$ cat src/rtl/gpio_irq_if.sv
// rtl/gpio_irq_if.sv - peripheral bus port: write strobe/address/data and registered-address read
interface gpio_irq_if;
  logic        wr_en_i;
  logic [31:0] wr_addr_i;
  logic [31:0] wr_data_i;
  logic [31:0] rd_addr_i;
  logic [31:0] rd_data_o;

  modport master (
    output wr_en_i, wr_addr_i, wr_data_i, rd_addr_i,
    input  rd_data_o
  );

  modport slave (
    input  wr_en_i, wr_addr_i, wr_data_i, rd_addr_i,
    output rd_data_o
  );
endinterface

$ cat src/rtl/gpio_irq.sv
// rtl/gpio_irq.sv - GPIO with per-pin direction, synchronised inputs, edge interrupts and atomic set/clear
module gpio_irq #(
  parameter int NUM_PINS    = 8,
  parameter int SYNC_STAGES = 2,
  parameter bit OUT_INVERT  = 1'b1
) (
  input  logic                sys_clk,
  input  logic                sys_reset,
  gpio_irq_if.slave           bus,
  input  logic [NUM_PINS-1:0] gpio_i,
  output logic [NUM_PINS-1:0] gpio_o,
  output logic [NUM_PINS-1:0] gpio_oe,
  output logic                irq_o
);

  localparam logic [4:0] A_DIR    = 5'h00;
  localparam logic [4:0] A_OUT    = 5'h04;
  localparam logic [4:0] A_IN     = 5'h08;
  localparam logic [4:0] A_RISE   = 5'h0C;
  localparam logic [4:0] A_FALL   = 5'h10;
  localparam logic [4:0] A_STATUS = 5'h14;
  localparam logic [4:0] A_SET    = 5'h18;
  localparam logic [4:0] A_CLR    = 5'h1C;

  logic [NUM_PINS-1:0] r_dir;
  logic [NUM_PINS-1:0] r_out;
  logic [NUM_PINS-1:0] r_rise_en;
  logic [NUM_PINS-1:0] r_fall_en;
  logic [NUM_PINS-1:0] r_status;
  logic [NUM_PINS-1:0] r_prev;
  logic [NUM_PINS-1:0] r_sync [SYNC_STAGES];
  logic [4:0]          r_rd_addr;

  logic [4:0]          w_wr_off;
  logic [NUM_PINS-1:0] w_wdata;
  logic [NUM_PINS-1:0] w_sync_q;
  logic [NUM_PINS-1:0] w_event;
  logic [NUM_PINS-1:0] w_w1c;
  logic [NUM_PINS-1:0] w_rd_sel;
  logic [31:0]         w_rd_data;
  logic                w_unused;

  assign w_wr_off = bus.wr_addr_i[4:0];
  assign w_wdata  = bus.wr_data_i[NUM_PINS-1:0];
  assign w_sync_q = r_sync[SYNC_STAGES-1];
  assign w_event  = (w_sync_q & ~r_prev & r_rise_en) | (~w_sync_q & r_prev & r_fall_en);
  assign w_w1c    = (bus.wr_en_i && (w_wr_off == A_STATUS)) ? w_wdata : '0;
  // Only address bits [4:0] and data bits [NUM_PINS-1:0] are decoded.
  assign w_unused = ^{bus.wr_addr_i, bus.wr_data_i, bus.rd_addr_i};

  always_ff @(posedge sys_clk or posedge sys_reset) begin
    if (sys_reset) begin
      r_dir     <= '0;
      r_out     <= '0;
      r_rise_en <= '0;
      r_fall_en <= '0;
      r_status  <= '0;
      r_prev    <= '0;
      r_rd_addr <= '0;
      for (int i = 0; i < SYNC_STAGES; i++) r_sync[i] <= '0;
    end else begin
      r_sync[0] <= gpio_i;
      for (int i = 1; i < SYNC_STAGES; i++) r_sync[i] <= r_sync[i-1];
      r_prev    <= w_sync_q;
      // A new edge on a bit being cleared in the same cycle keeps the bit set.
      r_status  <= (r_status & ~w_w1c) | w_event;
      r_rd_addr <= bus.rd_addr_i[4:0];
      if (bus.wr_en_i) begin
        case (w_wr_off)
          A_DIR:   r_dir     <= w_wdata;
          A_OUT:   r_out     <= w_wdata;
          A_RISE:  r_rise_en <= w_wdata;
          A_FALL:  r_fall_en <= w_wdata;
          A_SET:   r_out     <= r_out | w_wdata;
          A_CLR:   r_out     <= r_out & ~w_wdata;
          default: ;
        endcase
      end
    end
  end

  always_comb begin
    w_rd_sel = '0;
    case (r_rd_addr)
      A_DIR:    w_rd_sel = r_dir;
      A_OUT:    w_rd_sel = r_out;
      A_IN:     w_rd_sel = w_sync_q;
      A_RISE:   w_rd_sel = r_rise_en;
      A_FALL:   w_rd_sel = r_fall_en;
      A_STATUS: w_rd_sel = r_status;
      default:  w_rd_sel = '0;
    endcase
    w_rd_data = '0;
    w_rd_data[NUM_PINS-1:0] = w_rd_sel;
  end

  assign bus.rd_data_o = w_rd_data;
  assign gpio_o        = OUT_INVERT ? ~r_out : r_out;
  assign gpio_oe       = r_dir;
  assign irq_o         = |r_status;

endmodule

$ cat src/flat_wrapper.sv
// flat-port wrapper written by rule: the top's interface ports become plain ports
module gpio_irq_flat 
#(
  parameter int NUM_PINS    = 8,
  parameter int SYNC_STAGES = 2,
  parameter bit OUT_INVERT  = 1'b1
)
  (sys_clk, sys_reset, gpio_i, gpio_o, gpio_oe, irq_o, bus_wr_en_i, bus_wr_addr_i, bus_wr_data_i, bus_rd_addr_i, bus_rd_data_o);
  gpio_irq_if bus_i ();
  input  logic sys_clk;
  input  logic sys_reset;
  input  logic [NUM_PINS-1:0] gpio_i;
  output logic [NUM_PINS-1:0] gpio_o;
  output logic [NUM_PINS-1:0] gpio_oe;
  output logic irq_o;
  input wire logic [$bits(bus_i.wr_en_i)-1:0] bus_wr_en_i;
  input wire logic [$bits(bus_i.wr_addr_i)-1:0] bus_wr_addr_i;
  input wire logic [$bits(bus_i.wr_data_i)-1:0] bus_wr_data_i;
  input wire logic [$bits(bus_i.rd_addr_i)-1:0] bus_rd_addr_i;
  output wire logic [$bits(bus_i.rd_data_o)-1:0] bus_rd_data_o;
  assign bus_i.wr_en_i = bus_wr_en_i;
  assign bus_i.wr_addr_i = bus_wr_addr_i;
  assign bus_i.wr_data_i = bus_wr_data_i;
  assign bus_i.rd_addr_i = bus_rd_addr_i;
  assign bus_rd_data_o = bus_i.rd_data_o;
  gpio_irq #(.NUM_PINS(NUM_PINS), .SYNC_STAGES(SYNC_STAGES), .OUT_INVERT(OUT_INVERT)) u_core (.sys_clk(sys_clk), .sys_reset(sys_reset), .bus(bus_i), .gpio_i(gpio_i), .gpio_o(gpio_o), .gpio_oe(gpio_oe), .irq_o(irq_o));
endmodule
$ cat config.mk
export PLATFORM = sky130hd
export DESIGN_NAME = gpio_irq_flat
export DESIGN_NICKNAME = d
export VERILOG_FILES = /design/src/rtl/gpio_irq_if.sv /design/src/rtl/gpio_irq.sv /design/src/flat_wrapper.sv
export SDC_FILE = /design/constraint.sdc
export NUM_CORES = 1
export LEC_CHECK = 0
export ABC_CLOCK_PERIOD_IN_PS = 4700
export CORE_ASPECT_RATIO = 2
export CORE_MARGIN = 2
export CORE_UTILIZATION = 30
export DETAILED_ROUTE_END_ITERATION = 6
export PLACE_DENSITY = 0.71
export SKIP_LAST_GASP = 1
export SYNTH_ARGS = -nofsm -noshare
export SYNTH_HDL_FRONTEND = slang
export SYNTH_SLANG_ARGS = --single-unit
export TNS_END_PERCENT = 1
$ cat constraint.sdc
create_clock -name sys_clk -period 4.7 [get_ports sys_clk]
set_clock_uncertainty 0.15 [all_clocks]
set_input_delay 0.705 -clock sys_clk [delete_from_list [all_inputs] [get_ports sys_clk]]
set_output_delay 0.705 -clock sys_clk [all_outputs]
set_load 0.05 [all_outputs]
==> flow_summary.ini <==
[run_status]
status = completed

[pwr]
p_leak_nw = 1.86
total_power_mw = 1.85
vdd_drop_max_mv = 0.165
p_per_area_nw_per_um2 = 437

[layout]
mostFrequentLayoutCells = dfrtp_1, clkdlybuf4s50_1, mux2_2
design_area_um2 = 4230
n_fill_cell = 1083
area_delta_synth_final_pct = 27.7
fin_cells = 482
fin_util_pct = 39.1
fin_nets = 444
drive_gt1_share_pct = 17.8
diodes = 0
layout_commonest_cell = dfrtp_1

[route]
ant_nets = 0
vias_per_cell = 4.98
drt_pass1_iterations = 4
wirelength_mm = 7.98
drcViolationCount = 0
num_vias = 2399
drtIter0Drc = 153
wl_per_cell_um = 16.6

[worst_setup_path]
timing_worst_setup_path_type = reg -> out
arrival_ns = 2.90
rr_worst_depth = 3
cp_max_fo = 11
rrSetupSlack_ns = 3.64
worstReg2RegEnd = u_core.r_out[6]
critPathCaptureType = output pin
cp.required_ns = 3.85
r2r-start = u_core.r_out[6]
cp-start-kind = register

[min_path]
whs_path_depth = 0
hp-class = reg -> reg
hold_end = u_core.w_sync_q[6]
min_from = u_core.r_sync[14]

[cts]
cts_tree = yes
cts_root_buf = clkbuf_16
cts_setup_buffers = 0
cts_inserted_buffers = 9
cts_hold_buffers = 0
clk_pin_slew_ns = 0.05
clk_path_buf_depth = 2
cts-htree-levels = 3
cts_resized = 0
cts_sinks = 69
clk_latency_ns = 0.33

[floorplanning]
num_rows = 54
die_h_um = 153
initial_utilization_pct = 30.6
core-area_um2 = 10800
dieArea_um2 = 12000
io_pins = 156
die_w_um = 78.3

[placement]
place_congestion = 0.805
placed_cells = 466
postPlaceCellArea_um2 = 3920
hpwl_mm = 6.05
port_buffers = 53
pre_cts_slack_ns = 1.32

[yosys]
syn_avg_cell_area_um2 = 11.8
ys.flop_type = dfrtp_1
synth_cell_type_count = 39
synth_edf_count = 0
synthArstFlopShare_pct = 100
ys_seq_elements = 69
netlist_area_um2 = 3310
ys_warn_count = 0
ys_seq_area_share_pct = 52.1
synth_cells = 280

[sta]
worst_pin_slew_ns = 1.15
finalCritPeriodShare_pct = 79.8
relSlewSlack_pct = 22.3
setup_viol = 0
hold_ws_ns = 0.197
final-hold-violation-count = 0
drv_slew = 0
fin_ws_ns = 0.949
fin_setup_tns_ns = 0
fmax_mhz = 267
rsz0062_at_grt = false
finalCriticalPeriod_ns = 3.75

[global_routing]
grt-ovfl-total = 0
antenna_found_initial = 0
grt_use_total_pct = 14.2
grt_pass1_vias = 2523
grt_max_degree = 52
grt_pass1_wl_mm = 12.9

[flow_run]
maxCapViolCount = 0
synth_stat cells (2+ instances only):
| master | instances | area (um^2) |
|---|---|---|
| a21o_1 | 8 | 60.1 |
| a2bb2oi_1 | 7 | 61.3 |
| a32oi_1 | 6 | 52.6 |
| and2_1 | 2 | 12.5 |
| buf_2 | 4 | 20.0 |
| buf_4 | 25 | 188 |
| clkbuf_1 | 5 | 18.8 |
| dfrtp_1 | 69 | 1730 |
| inv_1 | 10 | 37.5 |
| mux2_2 | 31 | 349 |
| mux2i_1 | 9 | 90.1 |
| nand2_1 | 17 | 63.8 |
| nand3_1 | 25 | 125 |
| nand3b_1 | 16 | 120 |
| nand4_1 | 7 | 43.8 |
| nor2_1 | 3 | 11.3 |
| nor3b_2 | 2 | 25.0 |
| nor4_1 | 4 | 25.0 |
| nor4b_1 | 2 | 17.5 |
| o211a_1 | 7 | 70.1 |
| o21ai_0 | 3 | 15.0 |
where the power goes:
part | internal [mW] | leakage [nW] | switching, mW
registers | 0.674 | 0.817 | 0.0724
logic | 0.159 | 0.893 | 0.255
clock network | 0.453 | 0.152 | 0.234
logic make-up (layout without fill, tap and decap cells):
logic type	count (synthesis)	count (layout)	synth area share (%)
other	1	24	0.113
buffers and inverters	45	84	8.08
DFF	69	69	52.1
AOI/OAI and AO/OA	36	36	9.14
muxes	41	41	13.9
and+or+nand+nor	88	88	16.6
area by class of cell:
class / count / area (um^2) / share of cell area, %
flip-flops and latches: 69 / 1730 / 40.8
multi-input cells: 189 / 1410 / 33.4
repair buffers: 58 / 568 / 13.4
clock buffers: 13 / 270 / 6.39
well taps: 140 / 175 / 4.14
clock inverters: 3 / 42.5 / 1.01
inverters: 10 / 37.5 / 0.887
metal layers:
| metal | vias to the layer above | wire [um] | global-route usage, % |
|---|---|---|---|
| met5 | - | 0 | 0 |
| li1 | 1092 | - | - |
| met1 | 1172 | 2850 | 15.0 |
| met2 | 119 | 4380 | 24.7 |
| met3 | 16 | 548 | 4.21 |
| met4 | 0 | 208 | 8.10 |
state kept, by name, summed over array words and instances (netlist names):
| signal | count |
|---|---|
| u_core.r_rd_addr | 5 |
| u_core.r_out | 8 |
| u_core.gpio_oe | 8 |
| u_core.r_fall_en | 8 |
| u_core.r_sync | 8 |
| u_core.r_rise_en | 8 |
| u_core.r_status | 8 |
| u_core.r_prev | 8 |
| u_core.w_sync_q | 8 |
worst max-delay path by stage:
stage                              startpoint               end  slack, ns  depth (start not counted)
after CTS                 u_core.r_rd_addr[2]  bus_rd_data_o[7]       0.95                          4
after global routing      u_core.r_rd_addr[4]  bus_rd_data_o[0]       0.83                          4
after global placement    u_core.r_rd_addr[2]  bus_rd_data_o[7]       1.30                          4
after floorplan           u_core.r_rd_addr[4]  bus_rd_data_o[6]       1.56                          3
final                     u_core.r_rd_addr[2]  bus_rd_data_o[1]       0.95                          4
after detailed placement  u_core.r_rd_addr[4]  bus_rd_data_o[5]       1.32                          4
critical path, stage by stage, from the launching register on:
cell and delay [ns]:
dfrtp_1 0.56, nor4_1 0.80, nand3_1 0.21, nand4_1 0.17, clkdlybuf4s50_1 0.82
Note: power is estimated with default switching activity, not from simulation.
